<file path="config.mk">
export PLATFORM = sky130hd
export DESIGN_NAME = wb_slave_bridge_gen
export DESIGN_NICKNAME = d
export VERILOG_FILES = /design/src/rtl/wb_slave_bridge_gen.sv
export SDC_FILE = /design/constraint.sdc
export NUM_CORES = 1
export LEC_CHECK = 0
export CAP_MARGIN = 10
export CORE_MARGIN = 2
export CORE_UTILIZATION = 45
export CTS_CLUSTER_DIAMETER = 200
export DETAILED_ROUTE_END_ITERATION = 8
export GPL_TIMING_DRIVEN = 0
export PLACE_DENSITY = 0.76
export SYNTH_ARGS = -nofsm -noshare
export SYNTH_HDL_FRONTEND = slang
export SYNTH_SLANG_ARGS = --single-unit
</file>
<file path="constraint.sdc">
create_clock -name clk -period 5.1 [get_ports clk]
set_clock_uncertainty 0.15 [all_clocks]
set_input_delay 1.02 -clock clk [delete_from_list [all_inputs] [get_ports clk]]
set_output_delay 1.02 -clock clk [all_outputs]
set_load 0.005 [all_outputs]
</file>
<file path="src/rtl/wb_slave_bridge_gen.sv">
// Wishbone B3 classic slave front-end: registers the bus, issues a one-cycle strobe to the
// core register file, then returns ACK/ERR (on core completion or timeout) and a hold-off gap.
module wb_slave_bridge_gen #(
   parameter int unsigned ADDR_W  = 8,
   parameter int unsigned DATA_W  = 32,
   parameter int unsigned TIMEOUT = 16,
   parameter int unsigned HOLDOFF = 2,
   localparam int unsigned SEL_W  = DATA_W / 8
) (
   input  logic              clk,
   input  logic              wb_rst_i,
   input  logic              wb_cyc_i,
   input  logic              wb_stb_i,
   input  logic              wb_we_i,
   input  logic [SEL_W-1:0]  wb_sel_i,
   input  logic [ADDR_W-1:0] wb_adr_i,
   input  logic [DATA_W-1:0] wb_dat_i,
   input  logic [2:0]        wb_cti_i,
   input  logic [1:0]        wb_bte_i,
   output logic [DATA_W-1:0] wb_dat_o,
   output logic              wb_ack_o,
   output logic              wb_err_o,
   output logic              wb_rty_o,
   output logic              wb_inta_o,
   input  logic              core_inta_i,
   output logic [ADDR_W-1:0] core_adr_o,
   output logic [DATA_W-1:0] core_dat_o,
   output logic [SEL_W-1:0]  core_sel_o,
   output logic              core_we_o,
   output logic              core_re_o,
   input  logic [DATA_W-1:0] core_dat_i,
   input  logic              core_ack_i,
   input  logic              core_err_i
);

   localparam int unsigned TO_W = (TIMEOUT > 1) ? $clog2(TIMEOUT + 1) : 1;

   typedef enum logic [2:0] {StIdle, StIssue, StWait, StResp, StHold} state_e;

   // Classic cycles only: burst qualifiers are accepted and dropped.
   logic unused_cti_bte;
   assign unused_cti_bte = ^{wb_cti_i, wb_bte_i};

   logic              cyc_s, stb_s, we_s;
   logic [SEL_W-1:0]  sel_s;
   logic [ADDR_W-1:0] adr_s;
   logic [DATA_W-1:0] dat_s;

   state_e            state_q, state_d;
   logic [TO_W-1:0]   to_cnt_q, to_cnt_d;
   logic [3:0]        hold_cnt_q, hold_cnt_d;
   logic              we_q, we_d;
   logic              err_q, err_d;
   logic [DATA_W-1:0] rdat_q, rdat_d;
   logic [ADDR_W-1:0] adr_q, adr_d;
   logic [DATA_W-1:0] wdat_q, wdat_d;
   logic [SEL_W-1:0]  sel_q, sel_d;

   always_ff @(posedge clk or posedge wb_rst_i) begin
      if (wb_rst_i) begin
         cyc_s <= 1'b0;
         stb_s <= 1'b0;
         we_s  <= 1'b0;
         sel_s <= '0;
         adr_s <= '0;
         dat_s <= '0;
      end else begin
         cyc_s <= wb_cyc_i;
         stb_s <= wb_stb_i;
         we_s  <= wb_we_i;
         sel_s <= wb_sel_i;
         adr_s <= wb_adr_i;
         dat_s <= wb_dat_i;
      end
   end

   always_ff @(posedge clk or posedge wb_rst_i) begin
      if (wb_rst_i) begin
         state_q    <= StIdle;
         to_cnt_q   <= '0;
         hold_cnt_q <= '0;
         we_q       <= 1'b0;
         err_q      <= 1'b0;
         rdat_q     <= '0;
         adr_q      <= '0;
         wdat_q     <= '0;
         sel_q      <= '0;
      end else begin
         state_q    <= state_d;
         to_cnt_q   <= to_cnt_d;
         hold_cnt_q <= hold_cnt_d;
         we_q       <= we_d;
         err_q      <= err_d;
         rdat_q     <= rdat_d;
         adr_q      <= adr_d;
         wdat_q     <= wdat_d;
         sel_q      <= sel_d;
      end
   end

   always_comb begin
      state_d    = state_q;
      to_cnt_d   = to_cnt_q;
      hold_cnt_d = hold_cnt_q;
      we_d       = we_q;
      err_d      = err_q;
      rdat_d     = rdat_q;
      adr_d      = adr_q;
      wdat_d     = wdat_q;
      sel_d      = sel_q;

      unique case (state_q)
         StIdle: begin
            if (cyc_s && stb_s) begin
               adr_d    = adr_s;
               wdat_d   = dat_s;
               sel_d    = sel_s;
               we_d     = we_s;
               err_d    = 1'b0;
               to_cnt_d = '0;
               state_d  = StIssue;
            end
         end
         StIssue, StWait: begin
            if (!cyc_s) begin
               // Master abandoned the cycle: no termination, any late core ack is dropped.
               hold_cnt_d = '0;
               state_d    = StHold;
            end else if (core_ack_i) begin
               if (!we_q) rdat_d = core_dat_i;
               err_d   = core_err_i;
               state_d = StResp;
            end else if (state_q == StIssue) begin
               state_d = StWait;
            end else if (TIMEOUT != 0) begin
               // Leaves after TIMEOUT complete WAIT cycles without a core ack.
               to_cnt_d = to_cnt_q + 1'b1;
               if (to_cnt_d == TO_W'(TIMEOUT)) begin
                  err_d   = 1'b1;
                  state_d = StResp;
               end
            end
         end
         StResp: begin
            hold_cnt_d = '0;
            state_d    = StHold;
         end
         StHold: begin
            // Masks the registered stb that still shows the request just terminated.
            if (hold_cnt_q == 4'(HOLDOFF - 1)) begin
               state_d = StIdle;
            end else begin
               hold_cnt_d = hold_cnt_q + 4'd1;
            end
         end
         default: state_d = StIdle;
      endcase
   end

   assign wb_dat_o   = rdat_q;
   assign wb_ack_o   = (state_q == StResp) && !err_q;
   assign wb_err_o   = (state_q == StResp) && err_q;
   assign wb_rty_o   = 1'b0;
   assign wb_inta_o  = core_inta_i;
   assign core_adr_o = adr_q;
   assign core_dat_o = wdat_q;
   assign core_sel_o = sel_q;
   assign core_we_o  = (state_q == StIssue) && we_q;
   assign core_re_o  = (state_q == StIssue) && !we_q;

endmodule

</file>
==> impl_metrics.csv <==
group,metric,value,unit
outcome,status,"finished clean",
grt,grt_use_total,18.6,%
clock_network,cts_resized,0,
grt,antenna_found_initial,0,
worst_setup_path,reg2reg_depth,5,
synthesis,ys_types,42,
route,routedWlPerCell,16.5,µm
clock_network,htree_num_levels,4,
finish,fillers,758,
power_and_ir_drop,p_leak,3.34,nW
grt,grt_pass1_wl,16600,µm
clock_network,cts-root-buf,"clkbuf_8",
die,dieArea,0.0121,mm²
power_and_ir_drop,total_power,4.19,mW
clock_network,cts.clk_slew.worst_paths,0.06,ns
synthesis,synth_top_family_by_area,"multiplexers",
grt,grt_util_met3,9.01,%
worst_setup_path,critPathLaunch,"state_q[2]",
grt,met2_usage,29.4,%
finish,drive_gt1_share,25.3,%
finish,stdcell_area,0.00743,mm²
finish,final_cell_count_no_fill,630,
sta,rsz0062_at_grt,"no",
worst_setup_path,cp-endpoint,"core_re_o",
sta,setup_ws,1.88,ns
grt,grt_max_degree,99,
die,die_x,110,µm
route,vias,3042,
synthesis,syn_nets,387,
grt,use_met1,20.8,%
route,ant_nets,0,
finish,syn_to_final_growth,47.2,%
sta,period_share,63.1,%
synthesis,yosys_warnings,0,
clock_network,cts_hold_buf,0,
sta,max_clock_freq,0.310,GHz
grt,grt-busiest-layer,"met2",
route,drt_iter0_drc,140,
power_and_ir_drop,cellPowerDensity,564,mW/mm²
sta,maxSlewViolCount,0,
synthesis,synth-seq-cells,137,
clock_network,clockBufferDepth,2,
place,numPlacedInstances,599,
die,die_h,110,µm
finish,num-nets-final,570,
worst_setup_path,critPathRequiredTime,3.93,ns
route,drt-total-wl,10400,µm
sta,hold_ws,0.324,ns
synthesis,syn_area_per_cell,17.1,µm²
synthesis,yosys.area_share.simple,4.31,%
clock_network,cts_tree,"built",
grt,grt_pass1_vias,3398,
worst_setup_path,end_kind,"output port",
place,port_buffers,163,
route,viasPerCell,4.83,
sta,hold_viol,0,
place,dpl_worst_slack,2.05,ns
worst_setup_path,r2r_setup_slack,2.82,ns
sta,tightest_slew,0.608,ns
sta,slew_headroom,59.2,%
route,drc,0,
place,post_dp_cell_area,0.00689,mm²
die,coreArea,0.0109,mm²
clock_network,numCtsBuffers,17,
clock_network,clk_latency,0.52,ns
place,dp_hpwl,7420,µm
worst_setup_path,r2r-end,"wb_dat_o[25]",
finish,n_antenna_cell,0,
grt,overflow,0,
clock_network,cts_setup_buffers,0,
job,cap_viol_max_count,0,
sta,layout_min_cycle_time,3.22,ns
route,firstDrtPassIters,4,
power_and_ir_drop,ir_drop,368,µV
die,io-pin-count,171,
worst_setup_path,start_kind,"register",
worst_setup_path,worstSetupPathType,"reg2out",
worst_setup_path,timing.rr.start,"state_q[0]",
place,gp_congestion,0.742,
synthesis,syn_inst,295,
clock_network,cts_sinks,137,
synthesis,synth_compound_area_share,2.60,%
synthesis,synth_xor_area_share,0.520,%
die,rows,38,
sta,finalSetupViolations,0,
die,initial_core_util,46.4,%
synthesis,netlist_area,0.00505,mm²
worst_setup_path,critPathArrivalTime,2.05,ns
synthesis,synthMuxAreaShare,20.5,%
worst_setup_path,worstPathMaxFanout,9,
synthesis,yosysSeqAreaShare,67.9,%
min_path,hold_class,"reg2reg",
synthesis,yosys.area_share.adder,0.743,%
==> power by group <==
part / total [mW] / leakage [nW] / switching [mW] / internal, mW
Clock: 1.12 / 0.264 / 0.424 / 0.700
Sequential: 1.65 / 1.65 / 0.210 / 1.44
Combinational: 1.42 / 1.43 / 0.415 / 1.00
==> cells in the mapped netlist, drive strengths merged <==
library cell  instances  share of area (%)
a21boi                1               0.15
buf                  13                3.0
inv                   5               0.37
nor2                  4               0.30
and3                  2               0.25
o311ai                1               0.17
a21oi                 2               0.20
nand4b                1               0.17
conb                  1              0.074
mux2i                 2               0.40
nand4                 1               0.12
a22o                  1               0.17
xnor2                 1               0.17
nor4b                 1               0.30
nor2b                 1               0.12
nand3                 2               0.20
dfrtp               137                 68
o31ai                 2               0.30
a21bo                 1               0.20
a211oi                1               0.15
nand2                 5               0.37
and2b                 1               0.15
nor3b                 3               0.45
or4b                  1               0.27
o21bai                1               0.15
a211o                 1               0.17
nor3                  3               0.30
o22ai                 1               0.12
xor2                  2               0.35
and3b                 1               0.17
or2                   1               0.12
mux2                 77                 20
ha                    3               0.74
o21ai                 7               0.69
a31oi                 1               0.12
or3                   1               0.12
nand2b                6               0.89
==> cell usage in the layout, fill, tap and decap left out, types with 2 or more instances in the layout <==
cell,n
clkdlybuf4s50_1,163
dfrtp_1,137
mux2_4,40
mux2_2,37
clkbuf_16,16
o21ai_0,7
buf_4,5
nand2_1,5
nand2b_1,5
clkinv_2,5
buf_12,4
inv_1,4
nor2_1,4
clkbuf_1,4
nor3b_1,3
nor3_1,3
ha_1,3
buf_2,2
buf_6,2
and3_1,2
a21oi_1,2
o31ai_1,2
nand3_1,2
mux2i_1,2
xor2_1,2
clkbuf_8,2
bufinv_16,2
clkinvlp_4,2
==> kinds of logic after synthesis <==
family | count (synthesis)
adders and majority gates | 3
and+or+nand+nor | 34
DFF | 137
buffers and inverters | 18
xor gates and xnor gates | 3
other | 1
AOI/OAI and AO/OA | 20
muxes | 79
==> worst min path at each step <==
stage | to | slack, ns | startpoint | cells after the start
after global placement | core_dat_o[6] | 0.31 | dat_s[6] | 1
after floorplan | core_dat_o[11] | 0.31 | dat_s[11] | 1
after global routing | core_dat_o[28] | 0.34 | dat_s[28] | 1
after detailed placement | core_dat_o[31] | 0.32 | dat_s[31] | 1
after CTS | core_dat_o[28] | 0.33 | dat_s[28] | 1
final | core_dat_o[28] | 0.32 | dat_s[28] | 1
==> sequential cells by signal (all words and copies together), names as in the netlist, 3 cells and up <==
name,count
to_cnt_q,5
wb_dat_o,32
hold_cnt_q,4
core_sel_o,4
sel_s,4
core_adr_o,8
core_dat_o,32
adr_s,8
dat_s,32
state_q,3
==> metrics by stage <==
step,TNS (ns),util (%)
after floorplan,0,-
after global placement,-199.64,63.0
after detailed placement,0,63.3
after CTS,0,68.3
after global routing,0,68.3
final,0,68.3
==> worst max-delay path, cell delays in order, from the launching register on <==
cell and delay, ns:
dfrtp_1 0.38, buf_6 0.13, and2b_1 0.22, nor3b_1 0.25, clkdlybuf4s50_1 0.55
==> final cells by class <==
| cell class | instances | area (µm²) | share of cell area (%) |
|---|---|---|---|
| Sequential cell | 137 | 3430 | 46.1 |
| Buffer | 13 | 150 | 2.02 |
| Tap cell | 140 | 175 | 2.36 |
| Multi-Input combinational cell | 140 | 1450 | 19.6 |
| Clock inverter | 9 | 100 | 1.35 |
| Clock buffer | 22 | 443 | 5.96 |
| Timing Repair Buffer | 164 | 1660 | 22.3 |
| Inverter | 5 | 23.8 | 0.320 |
==> per-layer routing <==
layer / vias up / share of wire [%]
met3: 18 / 9.5
met1: 1511 / 38
li1: 1391 / -
met4: 0 / 2.0
met5: - / 0
met2: 122 / 51
Power figures use the tool's default switching activity.
